--- src/rtl/op_dispatcher_if.sv ---
// op_dispatcher_if: op handshake bundle shared by the upstream op queue,
// the dispatcher (master) and the handler side (slave).
interface op_dispatcher_if;

    typedef struct packed {
        logic [7:0] cmd;
        logic [7:0] num;
    } op_st;

    op_st op_in;
    logic op_valid;
    logic op_rdy;
    op_st op_out;
    logic handler_trigger;
    logic handler_rdy;
    logic handler_done;

    modport master (
        input  op_in,
        input  op_valid,
        input  handler_rdy,
        input  handler_done,
        output op_rdy,
        output op_out,
        output handler_trigger
    );

    modport slave (
        output op_in,
        output op_valid,
        output handler_rdy,
        output handler_done,
        input  op_rdy,
        input  op_out,
        input  handler_trigger
    );

endinterface

--- src/rtl/op_dispatcher.sv ---
// op_dispatcher: accepts one op at a time, triggers the chosen handler and
// counts completions. OP_DISPATCH_TIMEOUT_EN adds a sticky hang detector.
module op_dispatcher #(
    parameter int unsigned TIMEOUT_CYCLES = 1000000,
    parameter int unsigned COUNT_WIDTH    = 16
) (
    input  logic                   clk,
    input  logic                   reset,
    op_dispatcher_if.master        bus,
    output logic                   busy,
    output logic [COUNT_WIDTH-1:0] done_count,
    output logic                   timeout_err
);

    typedef enum logic [2:0] {
        IDLE,
        WAIT_RDY,
        TRIGGER,
        WAIT_DONE,
        ERROR
    } state_t;

    state_t state;
    state_t state_d;
    logic   accept;
    logic   finish;
    logic   tmo_hit;

    always_comb begin
        state_d = state;
        accept  = 1'b0;
        finish  = 1'b0;
        unique case (state)
            IDLE: begin
                if (bus.op_valid) begin
                    accept  = 1'b1;
                    state_d = WAIT_RDY;
                end
            end
            WAIT_RDY: begin
                if (tmo_hit) begin
                    state_d = ERROR;
                end else if (bus.handler_rdy) begin
                    state_d = TRIGGER;
                end
            end
            TRIGGER: begin
                state_d = WAIT_DONE;
            end
            WAIT_DONE: begin
                if (tmo_hit) begin
                    state_d = ERROR;
                end else if (bus.handler_done) begin
                    finish  = 1'b1;
                    state_d = IDLE;
                end
            end
            ERROR: begin
                state_d = ERROR;
            end
            default: begin
                state_d = IDLE;
            end
        endcase
    end

    // op_out holds its value in IDLE because the chooser routes on it
    always_ff @(posedge clk or negedge reset) begin
        if (!reset) begin
            state      <= IDLE;
            bus.op_out <= '0;
            done_count <= '0;
        end else begin
            state <= state_d;
            if (accept) begin
                bus.op_out <= bus.op_in;
            end
            if (finish) begin
                done_count <= done_count + 1'b1;
            end
        end
    end

    assign bus.op_rdy          = (state == IDLE);
    assign bus.handler_trigger = (state == TRIGGER);
    assign busy                = (state != IDLE);

`ifdef OP_DISPATCH_TIMEOUT_EN
    localparam int TW = $clog2(TIMEOUT_CYCLES + 2);

    logic [TW-1:0] tmo_cnt;
    logic          tmo_err_q;
    logic          waiting;

    assign waiting = (state == WAIT_RDY) || (state == WAIT_DONE);
    // the cycle that would bring the count to the limit moves to ERROR
    assign tmo_hit = waiting && (tmo_cnt == TW'(TIMEOUT_CYCLES - 1));

    always_ff @(posedge clk or negedge reset) begin
        if (!reset) begin
            tmo_cnt   <= '0;
            tmo_err_q <= 1'b0;
        end else begin
            if (accept) begin
                tmo_cnt <= '0;
            end else if (waiting) begin
                tmo_cnt <= tmo_cnt + 1'b1;
            end
            if (state_d == ERROR) begin
                tmo_err_q <= 1'b1;
            end
        end
    end

    assign timeout_err = tmo_err_q;
`else
    assign tmo_hit     = 1'b0;
    assign timeout_err = 1'b0;

    if (TIMEOUT_CYCLES == 0) begin : g_no_timeout
    end
`endif

endmodule

--- src/flat_wrapper.sv ---
// flat-port wrapper written by rule: the top's interface ports become plain ports
module op_dispatcher_flat 
#(
    parameter int unsigned TIMEOUT_CYCLES = 1000000,
    parameter int unsigned COUNT_WIDTH    = 16
)
  (clk, reset, busy, done_count, timeout_err, bus_op_in, bus_op_valid, bus_handler_rdy, bus_handler_done, bus_op_rdy, bus_op_out, bus_handler_trigger);
  op_dispatcher_if bus_i ();
  input  logic clk;
  input  logic reset;
  output logic busy;
  output logic [COUNT_WIDTH-1:0] done_count;
  output logic timeout_err;
  input wire logic [$bits(bus_i.op_in)-1:0] bus_op_in;
  input wire logic [$bits(bus_i.op_valid)-1:0] bus_op_valid;
  input wire logic [$bits(bus_i.handler_rdy)-1:0] bus_handler_rdy;
  input wire logic [$bits(bus_i.handler_done)-1:0] bus_handler_done;
  output wire logic [$bits(bus_i.op_rdy)-1:0] bus_op_rdy;
  output wire logic [$bits(bus_i.op_out)-1:0] bus_op_out;
  output wire logic [$bits(bus_i.handler_trigger)-1:0] bus_handler_trigger;
  assign bus_i.op_in = bus_op_in;
  assign bus_i.op_valid = bus_op_valid;
  assign bus_i.handler_rdy = bus_handler_rdy;
  assign bus_i.handler_done = bus_handler_done;
  assign bus_op_rdy = bus_i.op_rdy;
  assign bus_op_out = bus_i.op_out;
  assign bus_handler_trigger = bus_i.handler_trigger;
  op_dispatcher #(.TIMEOUT_CYCLES(TIMEOUT_CYCLES), .COUNT_WIDTH(COUNT_WIDTH)) u_core (.clk(clk), .reset(reset), .bus(bus_i), .busy(busy), .done_count(done_count), .timeout_err(timeout_err));
endmodule
--- config.mk ---
export PLATFORM = sky130hd
export DESIGN_NAME = op_dispatcher_flat
export DESIGN_NICKNAME = d
export VERILOG_FILES = /design/src/rtl/op_dispatcher_if.sv /design/src/rtl/op_dispatcher.sv /design/src/flat_wrapper.sv
export SDC_FILE = /design/constraint.sdc
export NUM_CORES = 1
export LEC_CHECK = 0
export ABC_AREA = 1
export BUFFER_PORTS_ARGS = -buffer_cell sky130_fd_sc_hd__buf_2
export CORE_MARGIN = 1
export CORE_UTILIZATION = 45
export DETAILED_ROUTE_END_ITERATION = 10
export PLACE_DENSITY = 0.73
export SLEW_MARGIN = 30
export SYNTH_ARGS = -nofsm -noshare
export SYNTH_HDL_FRONTEND = slang
export SYNTH_SLANG_ARGS = --single-unit
export TNS_END_PERCENT = 20
--- constraint.sdc ---
create_clock -name clk -period 3.3 [get_ports clk]
set_input_delay 0.33 -clock clk [delete_from_list [all_inputs] [get_ports clk]]
set_output_delay 0.33 -clock clk [all_outputs]
set_load 0.1 [all_outputs]
==> impl_metrics.tcl <==
set metrics [dict create \
    drc_errors 0 \
    cts_hold_buf 0 \
    post-route-min-period_ps 2040 \
    hold_path_class "primary input to asynchronous set/reset pin" \
    path_class "flop to output port" \
    syn2layout_area_growth_pct 24.5 \
    cts_setup_buffers 0 \
    r2r_slack_ps 1860 \
    portBuffers 55 \
    post_drt_via_cell_ratio 4.87 \
    reg2reg_to "u_core.done_count[14]" \
    rsz0062_at_grt "no" \
    vias 1562 \
    setup_viol 0 \
    grt_pass1_vias 1515 \
    cts_tree "done" \
    synth_cell_types 24 \
    insertion_delay_ps 280 \
    die_x_um 63.8 \
    r2r_start "u_core.done_count[1]" \
    fmaxAchievable_mhz 491 \
    antenna_found_initial 0 \
    cts_root_buffer "clkbuf_8" \
    ys_warn_count 0 \
    path_max_fanout 18 \
    grt_usage 0.206 \
    synth_seq_cells 35 \
    period_share 0.617 \
    grt_pass1_wl_um 6390 \
    die_h_um 63.8 \
    layout_common_cells "nand2_1 (73), buf_2 (55), dfrtp_1 (35)" \
    layout-drive-gt1-share 0.260 \
    synth_nets 237 \
    reg2reg_depth 8 \
    utilization 0.584 \
    synth_area_um2 1720 \
    clk_pin_slew_ps 70 \
    antenna_cells 0 \
    core-area_um2 3660 \
    grt_max_degree 36 \
    startpoint_type "flop" \
    hold_viol 0 \
    nNetsFinal 294 \
    required_ps 2970 \
    io-pin-count 57 \
    skew_ps 2.58 \
    slew-limit-headroom 0.490 \
    overflow 0 \
    rows 22 \
    status "finished, final reports clean" \
    clockBufferDepth 2 \
    dp_hpwl_um 2670 \
    start_util 0.469 \
    h-tree-depth 2 \
    slew_viol_final 0 \
    final_common_cell "nand2_1" \
    wl_per_cell_um 11.2 \
    dieArea_um2 4070 \
    syn_area_per_cell_um2 7.99 \
    n_fill_cell 358 \
    post_cts_resized 0 \
    drt-pass1-iter-count 4 \
    arrival_ps 1710 \
    cts_buffers 5 \
    drtAntennaViolNets 0 \
    cap_violations 0 \
    setup_tns_ps 0 \
    cp-end-kind "output port" \
    place_congestion 0.844 \
    synth_seq_area_share 0.510 \
    cts_sinks 35 \
    syn_inst 215 \
    wl_um 3580 \
    drt_iter0_drc 51 \
    tightestPinTransition_ps 765 \
]
synth_stat cells:
cell      count  area share
nand2_1      73        0.16
nand3b_1      1      0.0044
nor2_4        1      0.0066
nor3_4        1      0.0095
xnor2_1       4       0.020
o211ai_1      1      0.0044
o21ai_0       5       0.015
clkbuf_1      1      0.0022
inv_1        22       0.048
buf_2         1      0.0029
dfrtp_1      35        0.51
buf_4         3       0.013
nor2_1       20       0.044
xor2_1        2       0.010
nand2_2       2      0.0073
nand2_4       3       0.020
inv_2         1      0.0022
o21bai_1      1      0.0044
ha_1          1      0.0073
nand4_1       4       0.015
conb_1        1      0.0022
nand3_1      27       0.079
nor3_1        4       0.012
o21ai_1       1      0.0029
layout make-up:
| class | count | area (µm²) | share of cell area |
|---|---|---|---|
| inverter | 23 | 86.3 | 0.0404 |
| timing repair buffer | 55 | 275 | 0.129 |
| multi-input combinational | 152 | 724 | 0.339 |
| tap | 48 | 60.1 | 0.0281 |
| sequential | 35 | 876 | 0.409 |
| clock inverter | 2 | 35.0 | 0.0164 |
| clock buffer | 6 | 82.6 | 0.0386 |
metrics by stage:
step,hold slack (ps),instances,cell area (µm²),setup slack [ps]
global route,168,321,2140,1100
finish,118,321,2140,1260
CTS,143,321,2140,1250
global placement,445,313,2020,1580
floorplan,34.4,215,1720,1100
detailed placement,454,313,2020,1560
kinds of logic (layout without fill, tap and decap cells):
logic type / Yosys count / in the layout / share of synthesized area
xor gates and xnor gates: 6 / 6 / 0.0306
other: 1 / 1 / 0.00218
DFF: 35 / 35 / 0.510
AOI/OAI and AO/OA: 8 / 8 / 0.0262
and+or+nand+nor: 136 / 136 / 0.355
adders and majority gates: 1 / 1 / 0.00728
buffers and inverters: 28 / 86 / 0.0685
worst max-delay path, stage by stage, from the launching register on:
cell and delay (ps):
dfrtp_1 440, nor2_1 140, nand2_1 100, inv_2 250
buf_2 490
flip-flops by register name, indices dropped and copies added, names as in the netlist:
| register | cells |
|---|---|
| u_core.bus.op_out | 16 |
| u_core.done_count | 16 |
| u_core.state | 3 |
worst max path at each step:
stage | cells past startpoint | to | slack (ps) | start
2_1_floorplan | 3 | bus_handler_trigger | 1100 | u_core.state[2]
3_3_place_gp | 4 | bus_op_rdy | 1580 | u_core.state[2]
3_5_place_dp | 4 | bus_op_rdy | 1560 | u_core.state[2]
4_1_cts | 4 | bus_op_rdy | 1250 | u_core.state[2]
5_1_grt | 4 | bus_op_rdy | 1100 | u_core.state[2]
6_report | 4 | bus_op_rdy | 1260 | u_core.state[2]
per-layer routing:
| metal | global-route usage | vias to the layer above | wire (µm) |
|---|---|---|---|
| met4 | 0.0795 | 0 | 25 |
| met5 | 0 | - | 0 |
| met2 | 0.339 | 61 | 1690 |
| met1 | 0.245 | 710 | 1610 |
| li1 | - | 787 | - |
| met3 | 0.0732 | 4 | 260 |
Power is not shown: default switching activity piles up to over one toggle a cycle in this logic, so the estimate is an artifact.
